--- src/rtl/alu_pipe.sv ---
// alu_pipe: ALU with a registered output stage and valid/ready handshakes.
// Build option ALU_PIPE_MUL_EN enables the iterative shift-add multiplier (op 111).
module alu_pipe #(
  parameter int WIDTH = 8
) (
  input  logic             clk,
  input  logic             rst_n,
  input  logic             in_valid,
  output logic             in_ready,
  input  logic [2:0]       op,
  input  logic [WIDTH-1:0] data1,
  input  logic [WIDTH-1:0] data2,
  output logic             out_valid,
  input  logic             out_ready,
  output logic [WIDTH-1:0] result,
  output logic             zero,
  output logic             carry,
  output logic             illegal
);

  typedef enum logic [1:0] {
    IDLE = 2'd0,
    BUSY = 2'd1,
    DONE = 2'd2
  } state_t;

  state_t state;
  state_t state_nx;

  logic             out_free;
  logic             accept;
  logic             is_mul;
  logic             mul_last;
  logic             mul_load;
  logic [WIDTH-1:0] mul_prod;

  logic [7:0]       op_dec;
  logic [WIDTH:0]   sum;
  logic [WIDTH:0]   diff;
  logic [WIDTH-1:0] alu_res;
  logic             alu_carry;
  logic             alu_ill;

  assign op_dec = 8'b1 << op;
  assign sum    = {1'b0, data1} + {1'b0, data2};
  assign diff   = {1'b0, data1} - {1'b0, data2};

  // diff[WIDTH] is the borrow, i.e. data1 < data2 unsigned
  always_comb begin
    alu_res   = '0;
    alu_carry = 1'b0;
    alu_ill   = 1'b0;
    unique case (1'b1)
      op_dec[0]: alu_res = data1;
      op_dec[1]: begin
        alu_res   = sum[WIDTH-1:0];
        alu_carry = sum[WIDTH];
      end
      op_dec[2]: begin
        alu_res   = diff[WIDTH-1:0];
        alu_carry = diff[WIDTH];
      end
      op_dec[3]: alu_res = data1 & data2;
      op_dec[4]: alu_res = data1 | data2;
      op_dec[5]: alu_res = data1 ^ data2;
      op_dec[6]: begin
        alu_res = {{(WIDTH-1){1'b0}},
                   $signed(data1) < $signed(data2)};
      end
      op_dec[7]: begin
`ifdef ALU_PIPE_MUL_EN
        alu_ill = 1'b0;
`else
        alu_ill = 1'b1;
`endif
      end
      default: alu_res = '0;
    endcase
  end

`ifdef ALU_PIPE_MUL_EN
  localparam int CW = $clog2(WIDTH);

  logic [WIDTH-1:0] mcand;
  logic [WIDTH-1:0] mplier;
  logic [WIDTH-1:0] acc;
  logic [WIDTH-1:0] acc_nx;
  logic [CW-1:0]    cnt;

  assign is_mul   = op_dec[7];
  assign acc_nx   = acc + (mplier[0] ? mcand : '0);
  assign mul_last = (state == BUSY) && (cnt == CW'(WIDTH-1));
  assign mul_prod = (state == BUSY) ? acc_nx : acc;

  // one multiplier bit per BUSY cycle; acc keeps the product in DONE
  always_ff @(posedge clk or negedge rst_n) begin
    if (!rst_n) begin
      mcand  <= '0;
      mplier <= '0;
      acc    <= '0;
      cnt    <= '0;
    end else if (accept && is_mul) begin
      mcand  <= data1;
      mplier <= data2;
      acc    <= '0;
      cnt    <= '0;
    end else if (state == BUSY) begin
      acc    <= acc_nx;
      mcand  <= mcand << 1;
      mplier <= mplier >> 1;
      cnt    <= cnt + 1'b1;
    end
  end
`else
  assign is_mul   = 1'b0;
  assign mul_last = 1'b0;
  assign mul_prod = '0;
`endif

  always_ff @(posedge clk or negedge rst_n) begin
    if (!rst_n) begin
      state <= IDLE;
    end else begin
      state <= state_nx;
    end
  end

  always_comb begin
    state_nx = state;
    unique case (state)
      IDLE: begin
        if (accept && is_mul) begin
          state_nx = BUSY;
        end
      end
      BUSY: begin
        if (mul_last) begin
          state_nx = out_free ? IDLE : DONE;
        end
      end
      DONE: begin
        if (out_free) begin
          state_nx = IDLE;
        end
      end
      default: state_nx = IDLE;
    endcase
  end

  always_comb begin
    out_free = !out_valid || out_ready;
    in_ready = (state == IDLE) && out_free;
    accept   = in_valid && in_ready;
    mul_load = out_free &&
               (mul_last || (state == DONE));
  end

  always_ff @(posedge clk or negedge rst_n) begin
    if (!rst_n) begin
      out_valid <= 1'b0;
      result    <= '0;
      zero      <= 1'b0;
      carry     <= 1'b0;
      illegal   <= 1'b0;
    end else if (accept && !is_mul) begin
      out_valid <= 1'b1;
      result    <= alu_res;
      zero      <= (alu_res == '0);
      carry     <= alu_carry;
      illegal   <= alu_ill;
    end else if (mul_load) begin
      out_valid <= 1'b1;
      result    <= mul_prod;
      zero      <= (mul_prod == '0);
      carry     <= 1'b0;
      illegal   <= 1'b0;
    end else if (out_valid && out_ready) begin
      out_valid <= 1'b0;
    end
  end

  a_hold: assert property (
    @(posedge clk) disable iff (!rst_n)
    out_valid && !out_ready |=> out_valid && $stable(result)
  );

  a_busy: assert property (
    @(posedge clk) disable iff (!rst_n)
    state != IDLE |-> !in_ready
  );

endmodule

--- config.mk ---
export PLATFORM = sky130hd
export DESIGN_NAME = alu_pipe
export DESIGN_NICKNAME = d
export VERILOG_FILES = /design/src/rtl/alu_pipe.sv
export SDC_FILE = /design/constraint.sdc
export NUM_CORES = 1
export LEC_CHECK = 0
export CAP_MARGIN = 20
export CORE_MARGIN = 1.5
export CORE_UTILIZATION = 53
export CTS_CLUSTER_DIAMETER = 50
export CTS_CLUSTER_SIZE = 10
export DETAILED_ROUTE_END_ITERATION = 16
export PLACE_DENSITY = 0.89
export SETUP_SLACK_MARGIN = 0.2
export SLEW_MARGIN = 20
export SYNTH_ARGS = -nofsm -noshare
export SYNTH_HDL_FRONTEND = slang
export SYNTH_SLANG_ARGS = --single-unit
export TNS_END_PERCENT = 30
--- constraint.sdc ---
create_clock -name clk -period 3.35 [get_ports clk]
set_input_delay 0.5025 -clock clk [delete_from_list [all_inputs] [get_ports clk]]
set_output_delay 0.5025 -clock clk [all_outputs]
set_load 0.1 [all_outputs]
==> flow_summary_export.csv <==
group,metric,value,unit
cts,clock_latency,0.28,ns
cts,cts_sinks,12,
synthesis,ys_seq_area_frac,0.160,
sta,slew_viol_final,0,
synthesis,synth_edf_count,0,
cts,clock_path_buffers,2,
placement,dpl.hpwl,3650,um
detailed_routing,drc,0,
sta,maxSlewHeadroom,0.339,
detailed_routing,dr.first_iter.drc_count,78,
synthesis,netlist_instances,233,
sta,fin_ws,0.490,ns
sta,setup_viol,0,
floorplanning,dieArea,0.00390,mm2
detailed_routing,drt-total-wl,4490,um
sta,min_period_over_period,0.854,
grt,grt_pass1_vias,1765,
cells_and_area,fin_nets,315,
sta,rsz0062_at_grt,"no",
power,ir_worst_vdd,0.121,mV
cts,cts.repair.resized,0,
cts,numCtsBuffers,3,
synthesis,ys.flop_type,"dfrtp_1",
setup_path,crit_type,"in -> reg",
cells_and_area,multi_input_area,0.00142,mm2
cts,clkTransAtPathRegs,0.07,ns
cells_and_area,most-common-layout-cells,"clkdlybuf4s50_1 (34), ha_1 (26), inv_1 (22)",
cells_and_area,drive_gt1_frac,0.0760,
detailed_routing,num_vias,1864,
cells_and_area,area_growth,21.4,%
grt,grt-ovfl-total,0,
sta,fmax,350,MHz
grt,track_usage,0.236,
grt,grt_max_degree,15,
setup_path,path_max_fanout,9,
synthesis,syn_nets,284,
synthesis,ys_types,56,
synthesis,ys_async_sr_fraction,1.00,
sta,hold_slack,0.495,ns
status,status,"complete, no violations",
cells_and_area,n_fill_cell,305,
synthesis,ys_warn_count,0,
placement,dp.cells,305,
setup_path,cp-start-kind,"input port",
synthesis,yosysTopAreaCell,"ha_1",
cells_and_area,final_cells,309,
grt,grt_pass1_wl,7750,um
floorplanning,rows,21,
cts,htree_levels,1,
cells_and_area,sequential_cell_area,300,um2
cts,cts_root_buf,"clkbuf_4",
detailed_routing,wl_per_cell,14.5,um
min_path,hp-class,"reg -> reg",
sta,fin_crit,2.86,ns
cells_and_area,diodes,0,
sta,fin_skew,0.000654,ns
cts,cts_setup_buffers,0,
floorplanning,die_height,62.5,um
placement,io_buffers,35,
power,powerDensity,344,mW/mm2
synthesis,synth_top_cell_area_share,0.173,
placement,place_ws,0.204,ns
detailed_routing,first_pass_iters,5,
flow_run,cap_viol_max_count,0,
floorplanning,die_w,62.5,um
floorplanning,core-area,0.00336,mm2
sta,setup_tns,0,ns
setup_path,endpoint_kind,"flip-flop",
setup_path,arrival,3.04,ns
synthesis,synth_seq_cells,12,
cells_and_area,final_common_cell,"clkdlybuf4s50_1",
detailed_routing,vias_per_cell,6.03,
floorplanning,design.portCount,36,
detailed_routing,ant_nets,0,
power,p_leak,0.000992,uW
synthesis,post_synth_instance_area,0.00188,mm2
cts,cts_tree,"yes",
synthesis,ys_top_cells_by_area,"ha_1 (17%), dfrtp_1 (16%), inv_1 (4.4%)",
sta,tightest_slew,0.988,ns
floorplanning,start_util,0.558,
grt,antenna_found_initial,0,
cts,hold_buffers,0,
sta,hold_viol_final,0,
placement,gp_congestion,0.907,
setup_path,cp.required,3.53,ns
synthesis,syn_area_per_cell,8.05,um2
==> worst max-delay path, stage by stage <==
cell and delay (ns):
clkdlybuf4s50_1 0.53, inv_1 0.08, ha_1 0.42, nand2b_1 0.21, a211oi_1 0.35, mux2i_1 0.23
o21ai_0 0.10, a221o_1 0.33, o41ai_2 0.30
==> cells by family after synthesis <==
kind of cell | Yosys count | share of synthesized area
xor+xnor | 4 | 0.0187
compound gates | 70 | 0.274
simple gates | 76 | 0.215
fa+ha+maj | 28 | 0.195
buf+inv | 36 | 0.0854
flops | 12 | 0.160
mux | 7 | 0.0514
==> synthesized netlist by cell type, types with 5 or more instances <==
cell,number
dfrtp_1,12
ha_1,26
o211ai_1,5
a21oi_1,13
clkbuf_1,7
nand2_1,15
nand2b_1,9
inv_1,22
o21a_1,5
o21ai_0,12
nor2b_1,7
nor2_1,19
==> per-layer routing <==
layer | vias up | global-route usage | wire (um)
met2 | 83 | 0.410 | 2160
met4 | 0 | 0.0806 | 87
met1 | 868 | 0.303 | 1930
li1 | 902 | - | -
met3 | 11 | 0.0288 | 309
met5 | - | 0 | 0
==> area by class of cell <==
type,instances,share of cell area
Clock buffer,4,0.0159
Timing Repair Buffer,40,0.169
Multi-Input combinational cell,185,0.621
Tap cell,46,0.0253
Inverter,22,0.0363
Sequential cell,12,0.132
==> state kept, by name (all words and copies together) (netlist names) <==
register	flops
result	8
illegal	1
zero	1
carry	1
out_valid	1
==> path summary, 6_finish.rpt <==
| kind | startpoint | to | slack, ns | cells after the start |
|---|---|---|---|---|
| min in group asynchronous | rst_n | result[6] | 0.56 | 1 |
| max in group asynchronous | rst_n | result[1] | 2.45 | 1 |
| hold / removal | result[3] | result[3] | 0.50 | 2 |
| hold reg to reg | result[3] | result[3] | 0.50 | 2 |
| setup / recovery | data1[2] | zero | 0.49 | 9 |
| setup reg to reg | out_valid | zero | 1.69 | 6 |
==> metrics by stage <==
stage | power (uW) | area (um2) | util
global route | 822 | 2280 | 0.677
global placement | 658 | 2240 | 0.666
CTS | 783 | 2280 | 0.677
detailed placement | 668 | 2240 | 0.666
finish | 784 | 2280 | 0.677
floorplan | 542 | 1880 | -
==> power breakdown <==
group | total [uW] | internal [uW] | switching [uW]
Combinational | 489 | 160 | 329
Sequential | 179 | 167 | 11.9
Clock | 116 | 66.2 | 49.9
Power figures use the tool's default switching activity.
==> variant 1, RTL diff (config.mk and constraints unchanged) <==
The parameter `WIDTH` goes from 8 to 9.
--- a/src/rtl/alu_pipe.sv
+++ b/src/rtl/alu_pipe.sv
@@ -2,5 +2,5 @@
 // Build option ALU_PIPE_MUL_EN enables the iterative shift-add multiplier (op 111).
 module alu_pipe #(
-  parameter int WIDTH = 8
+  parameter int WIDTH = 9
 ) (
   input  logic             clk,
Ports: changed (resized data1, data2 and result); port bits go from 36 to 39. No check against the original RTL was run, so the function may have changed too.
==> variant 1 against the original RTL <==
Design area rose by 8.5%. Highest routed layer unchanged. Routed wire length rose by 17%. Synthesized area rose by 4.9%. Power rose by 13%. Clock power rose by 18%. Count of clock-buffer cells in the layout did not move. Via count rose by 11%. Die area rose by 4.6%. Worst setup slack got worse by 0.11 ns. Largest power group unchanged. Sequential share of layout area barely moved. Sequential cell count rose by 1.
==> variant 1: results (changes against the original RTL) <==
Status
  – Run status: completed

CTS
  – CTS buffer count: 3 (unchanged)
  – Post-CTS Setup Inserts: 1 (+1)
  – CTS resizes: 1 (+1)
  – Clk root buf: clkbuf_8
  – Clock Pin Slew Worst Setup and Hold Paths: 0.05 ns (-0.02 ns)

Pwr
  – Clock power frac: 15.4% (+0.6 points)
  – Peak supply drop: 0.292 mV (+140%)
  – Psw: 0.443 mW (+13%)
  – Sw Ratio: 49.9% (+0.089 points)
  – Static Leak: 1.13 nW (+14%)

Synth
  – Post-Synth Adder-Cell Area: 19.8% (+0.37 points)
  – Synth cell count leaders: inv_1, ha_1, nor2_1, nand2_1, o21ai_0
  – Synth Area in XOR/XNOR: 0.891% (-0.98 points)
  – Sequential area share after synthesis: 16.5% (+0.53 points)
  – Post-synthesis mux area share: 5.03% (-0.11 points)
  – Largest cells by area after synthesis: ha_1, dfrtp_1, inv_1
  – Synthesized Nets: 307 (+8.1%)
  – Cells after Synth: 252 (+8.2%)
  – Synth Area in Compound Gates: 25.8% (-1.6 points)

Placement
  – Placed Area: 2380 um2 (+6.4%)
  – Placed cell count: 331 (+8.5%)
  – DP Worst Slack: -0.0645 ns (-0.269 ns)
  – HPWL Detailed: 4.10 mm (+12%)
  – GP Congestion: 0.984 (+8.4%)
  – Port Buffers: 38 (+8.6%)

Global route
  – Global-route wire length before repair: 8.66 mm (+12%)
  – Initial antenna violation count: 0 (unchanged)
  – Total GRT Usage: 26.2% (+2.6 points)
  – M3 GR Usage: 5.81% (+2.9 points)
  – Met2 Use GR: 44.3% (+3.3 points)
  – Met1 Use GR: 34.5% (+4.2 points)
  – Pin count of the biggest net entering global routing: 14 (-1)
  – Vias in the first global route: 1,890 (+7.1%)

Cells and area
  – Number of flip-flops in the largest register: 9 (+1)
  – Final non-filler cell total: 336 (+8.7%)
  – Nets: 346 (+9.8%)
  – Final non-filler cell area: 2470 um2 (+8.5%)
  – Layout cell share with drive strength beyond 1: 10.3% (+2.7 points)
  – Filler cells: 258 (-15%)

Detailed routing
  – Routed wl met2: 2.60 mm (+20%)
  – DRT iter0 DRCs: 227 (+190%)
  – Per-cell routed wire length: 15.6 um (+7.5%)
  – WL met1: 2.11 mm (+9.1%)
  – Via count: 2,061 (+11%)
  – Met3 WL: 497 um (+61%)

Timing
  – Rel. slew slack: 33.5% (-0.44 points)
  – Worst Skew: 0.000806 ns (+0.000152 ns)

Worst setup path
  – CP arrival: 3.11 ns (+0.07 ns)
  – CP max FO: 11 (+2)
  – Top delay family on crit path: simple AND/OR/NAND/NOR gates
variant 1: final timing paths:
check	startpoint	slack (ns)	cells past startpoint	endpoint
worst max-delay path	data1[4]	0.38	10	zero
worst min-delay path	illegal	0.48	2	illegal
worst max register to register	out_valid	1.70	4	result[1]
worst min register to register	illegal	0.48	2	illegal
max in group asynchronous	rst_n	2.38	1	result[4]
min in group asynchronous	rst_n	0.61	1	result[0]
variant 1: final cells by class:
type                    instances  share of cell area (%)
clock buffers                   4                    1.82
inverters                      29                    4.41
multi-input cells             198                    60.2
flip-flops and latches         13                    13.2
well taps                      46                    2.33
repair buffers                 46                    18.0
variant 1: cells by family (layout without fill, tap and decap cells):
| family | count (synthesis) | after routing |
|---|---|---|
| AO/OA/AOI/OAI | 75 | 75 |
| flip-flops | 13 | 13 |
| AND/OR/NAND/NOR | 83 | 83 |
| XOR/XNOR | 2 | 2 |
| buffers and inverters | 41 | 79 |
| multiplexers | 8 | 8 |
| adder cells (fa/ha/maj) | 30 | 30 |
==> variant 2, RTL diff (config.mk and constraints unchanged) <==
Without the edit above. Add a define of `ALU_PIPE_MUL_EN`.
--- a/src/rtl/alu_pipe.sv
+++ b/src/rtl/alu_pipe.sv
@@ -1,4 +1,6 @@
 // alu_pipe: ALU with a registered output stage and valid/ready handshakes.
 // Build option ALU_PIPE_MUL_EN enables the iterative shift-add multiplier (op 111).
+`define ALU_PIPE_MUL_EN
+
 module alu_pipe #(
   parameter int WIDTH = 8
Formal check against the unedited RTL: not equivalent (a bounded check fails within 4 cycles, from zero or initial values and one cycle with rst_n low).
==> variant 2 against the original RTL <==
Via count increased by 71%. Power grew to 3.7 times the old value. Sequential cell count rose by 28. Worst setup slack worse by 0.10 ns. Design area up 80%. Worst hold slack got worse by 0.18 ns. Fmax fell by 3.4%. Critical endpoint unchanged. Cell count is 70% higher. Synthesized area is 82% higher. Largest power group unchanged. Die area rose by 78%. Synthesized cell count is 74% higher. Routed wire length rose by 100%. Clock power grew to 3.7 times the old value. Combinational power grew to 3.3 times the old value.
==> variant 2: results (changes against the original RTL) <==
Detailed routing
  – Via/cell ratio: 6.10 (+1.1%)
  – Per-cell routed wire length: 17.2 um (+18%)
  – DRT iter0 DRCs: 250 (+220%)
  – TritonRoute pass-1 iters: 5 (unchanged)

Pwr
  – Psw: 1.40 mW (+260%)
  – Static Leak: 1.89 nW (+91%)
  – Peak supply drop: 0.828 mV (+580%)

CTS
  – Clock Latency Late Sink: 0.30 ns (+0.02 ns)
  – Clock Pin Slew Worst Setup and Hold Paths: 0.08 ns
  – CTS buffer count: 5 (+2)
  – Clock Path Buffers: 2 (unchanged)
  – Htree depth: 2 (+1)
  – CTS resizes: 0 (unchanged)
  – Clk root buf: clkbuf_8

Worst setup path
  – CP max stage delay: 0.45 ns (-0.08 ns)
  – CP arrival: 3.20 ns (+0.16 ns)
  – Crit path max-delay cell type: fa_1
  – Reg2reg setup slack: 0.62 ns (-1.07 ns)
  – CP max FO: 2 (-7)

Global route
  – Pin count of the biggest net entering global routing: 41 (+26)
  – Initial antenna violation count: 0 (unchanged)
  – Vias in the first global route: 3,144 (+78%)
  – Global-route wire length before repair: 15.2 mm (+96%)
  – Total GRT Usage: 27.0% (+3.4 points)

Synth
  – Largest cells by area after synthesis: dfrtp_1, ha_1, nand2_1
  – Async set or reset register ratio after synthesis: 100% (unchanged)
  – Sequential area share after synthesis: 29.3% (+13 points)
  – Yosys synthesis warning count: 0 (unchanged)
  – Distinct cell type count after synthesis: 57 (+1.8%)
  – Synthesized Nets: 466 (+64%)
  – Synth cell count leaders: nand2_1, dfrtp_1, ha_1, nor2_1, inv_1
  – Main synth FF type: dfrtp_1

Timing
  – Rel. slew slack: 34.1% (+0.20 points)
  – Fin crit share: 88.4% (+3.0 points)
  – Final Max Slew Viols: 0 (unchanged)
  – Worst Skew: 0.00719 ns (+0.00653 ns)

Min path
  – Worst min path class: primary input to async pin

Placement
  – Placed Area: 3950 um2 (+76%)
  – GP Congestion: 0.911 (+0.44%)
  – HPWL Detailed: 7.07 mm (+93%)
  – Port Buffers: 34 (-2.9%)
  – DP Worst Slack: 0.0323 ns (-0.172 ns)

Cells and area
  – Layout cell share with drive strength beyond 1: 8.95% (+1.3 points)
  – Nets: 507 (+61%)

Status
  – Run status: completed
-- variant 2: cell count changes in the layout (fill, tap and decap cells not counted), moves of 7 or more --
cell / delta
xnor2_1: +7
a22oi_1: +10
nand3_1: +8
nor2_1: +12
nand2_1: +31
buf_4: +14
dfrtp_1: +28
a21oi_1: +11
ha_1: +9
and2_1: +8
mux2i_1: +9
o21ai_0: +10
-- variant 2: power groups by stage --
stage          clock [mW]  sequential [mW]  combinational, mW
4_1_cts             0.434            0.819               1.62
3_5_place_dp            0            0.828               1.61
2_1_floorplan           0             1.21              0.780
6_report            0.434            0.821               1.62
5_1_grt             0.456            0.844               1.75
3_3_place_gp            0            0.815               1.56
-- variant 2: routing by layer --
layer	GRT usage, %	up-vias	wire (um)
met2	46.4	124	4520
met5	0	-	0
li1	-	1532	-
met4	8.94	0	118
met1	33.8	1529	3790
met3	5.77	10	570
-- variant 2: cell type report --
class                      count  area [um2]
clock buffer                   7        96.3
fill                         519        2190
inverter                      26        97.6
multi-input combinational    318        2250
tap                           77        96.3
sequential                    40        1000
clock inverter                 1        30.0
timing repair buffer          55         515
-- variant 2: critical path, delay by kind of cell --
| family | cells | cell delay (ns) |
|---|---|---|
| simple gates | 3 | 0.60 |
| compound gates | 4 | 0.97 |
| fa+ha+maj | 2 | 0.69 |
| buf+inv | 1 | 0.44 |
-- variant 2: cells by family after synthesis --
kind of cell             synth area share, %
flip-flops                              29.3
multiplexers                            4.13
AO/OA/AOI/OAI                           22.3
buffers and inverters                   5.78
other                                  0.110
adder cells (fa/ha/maj)                 14.6
AND/OR/NAND/NOR                         21.1
XOR/XNOR                                2.82
-- variant 2: through the flow --
step	hold WS, ns	cells
after floorplan	0.207	405
after global placement	0.463	516
after detailed placement	0.486	516
after CTS	0.348	524
after global routing	0.401	524
final	0.316	524
-- variant 2: worst paths after layout --
| kind | from | depth (start not counted) | to |
|---|---|---|---|
| max in group asynchronous | rst_n | 1 | acc[2] |
| min reg2reg | mcand[7] | 2 | mcand[7] |
| max | data1[0] | 10 | zero |
| max reg2reg | mplier[0] | 11 | zero |
| min | rst_n | 1 | acc[4] |
| min in group clk | mcand[7] | 2 | mcand[7] |
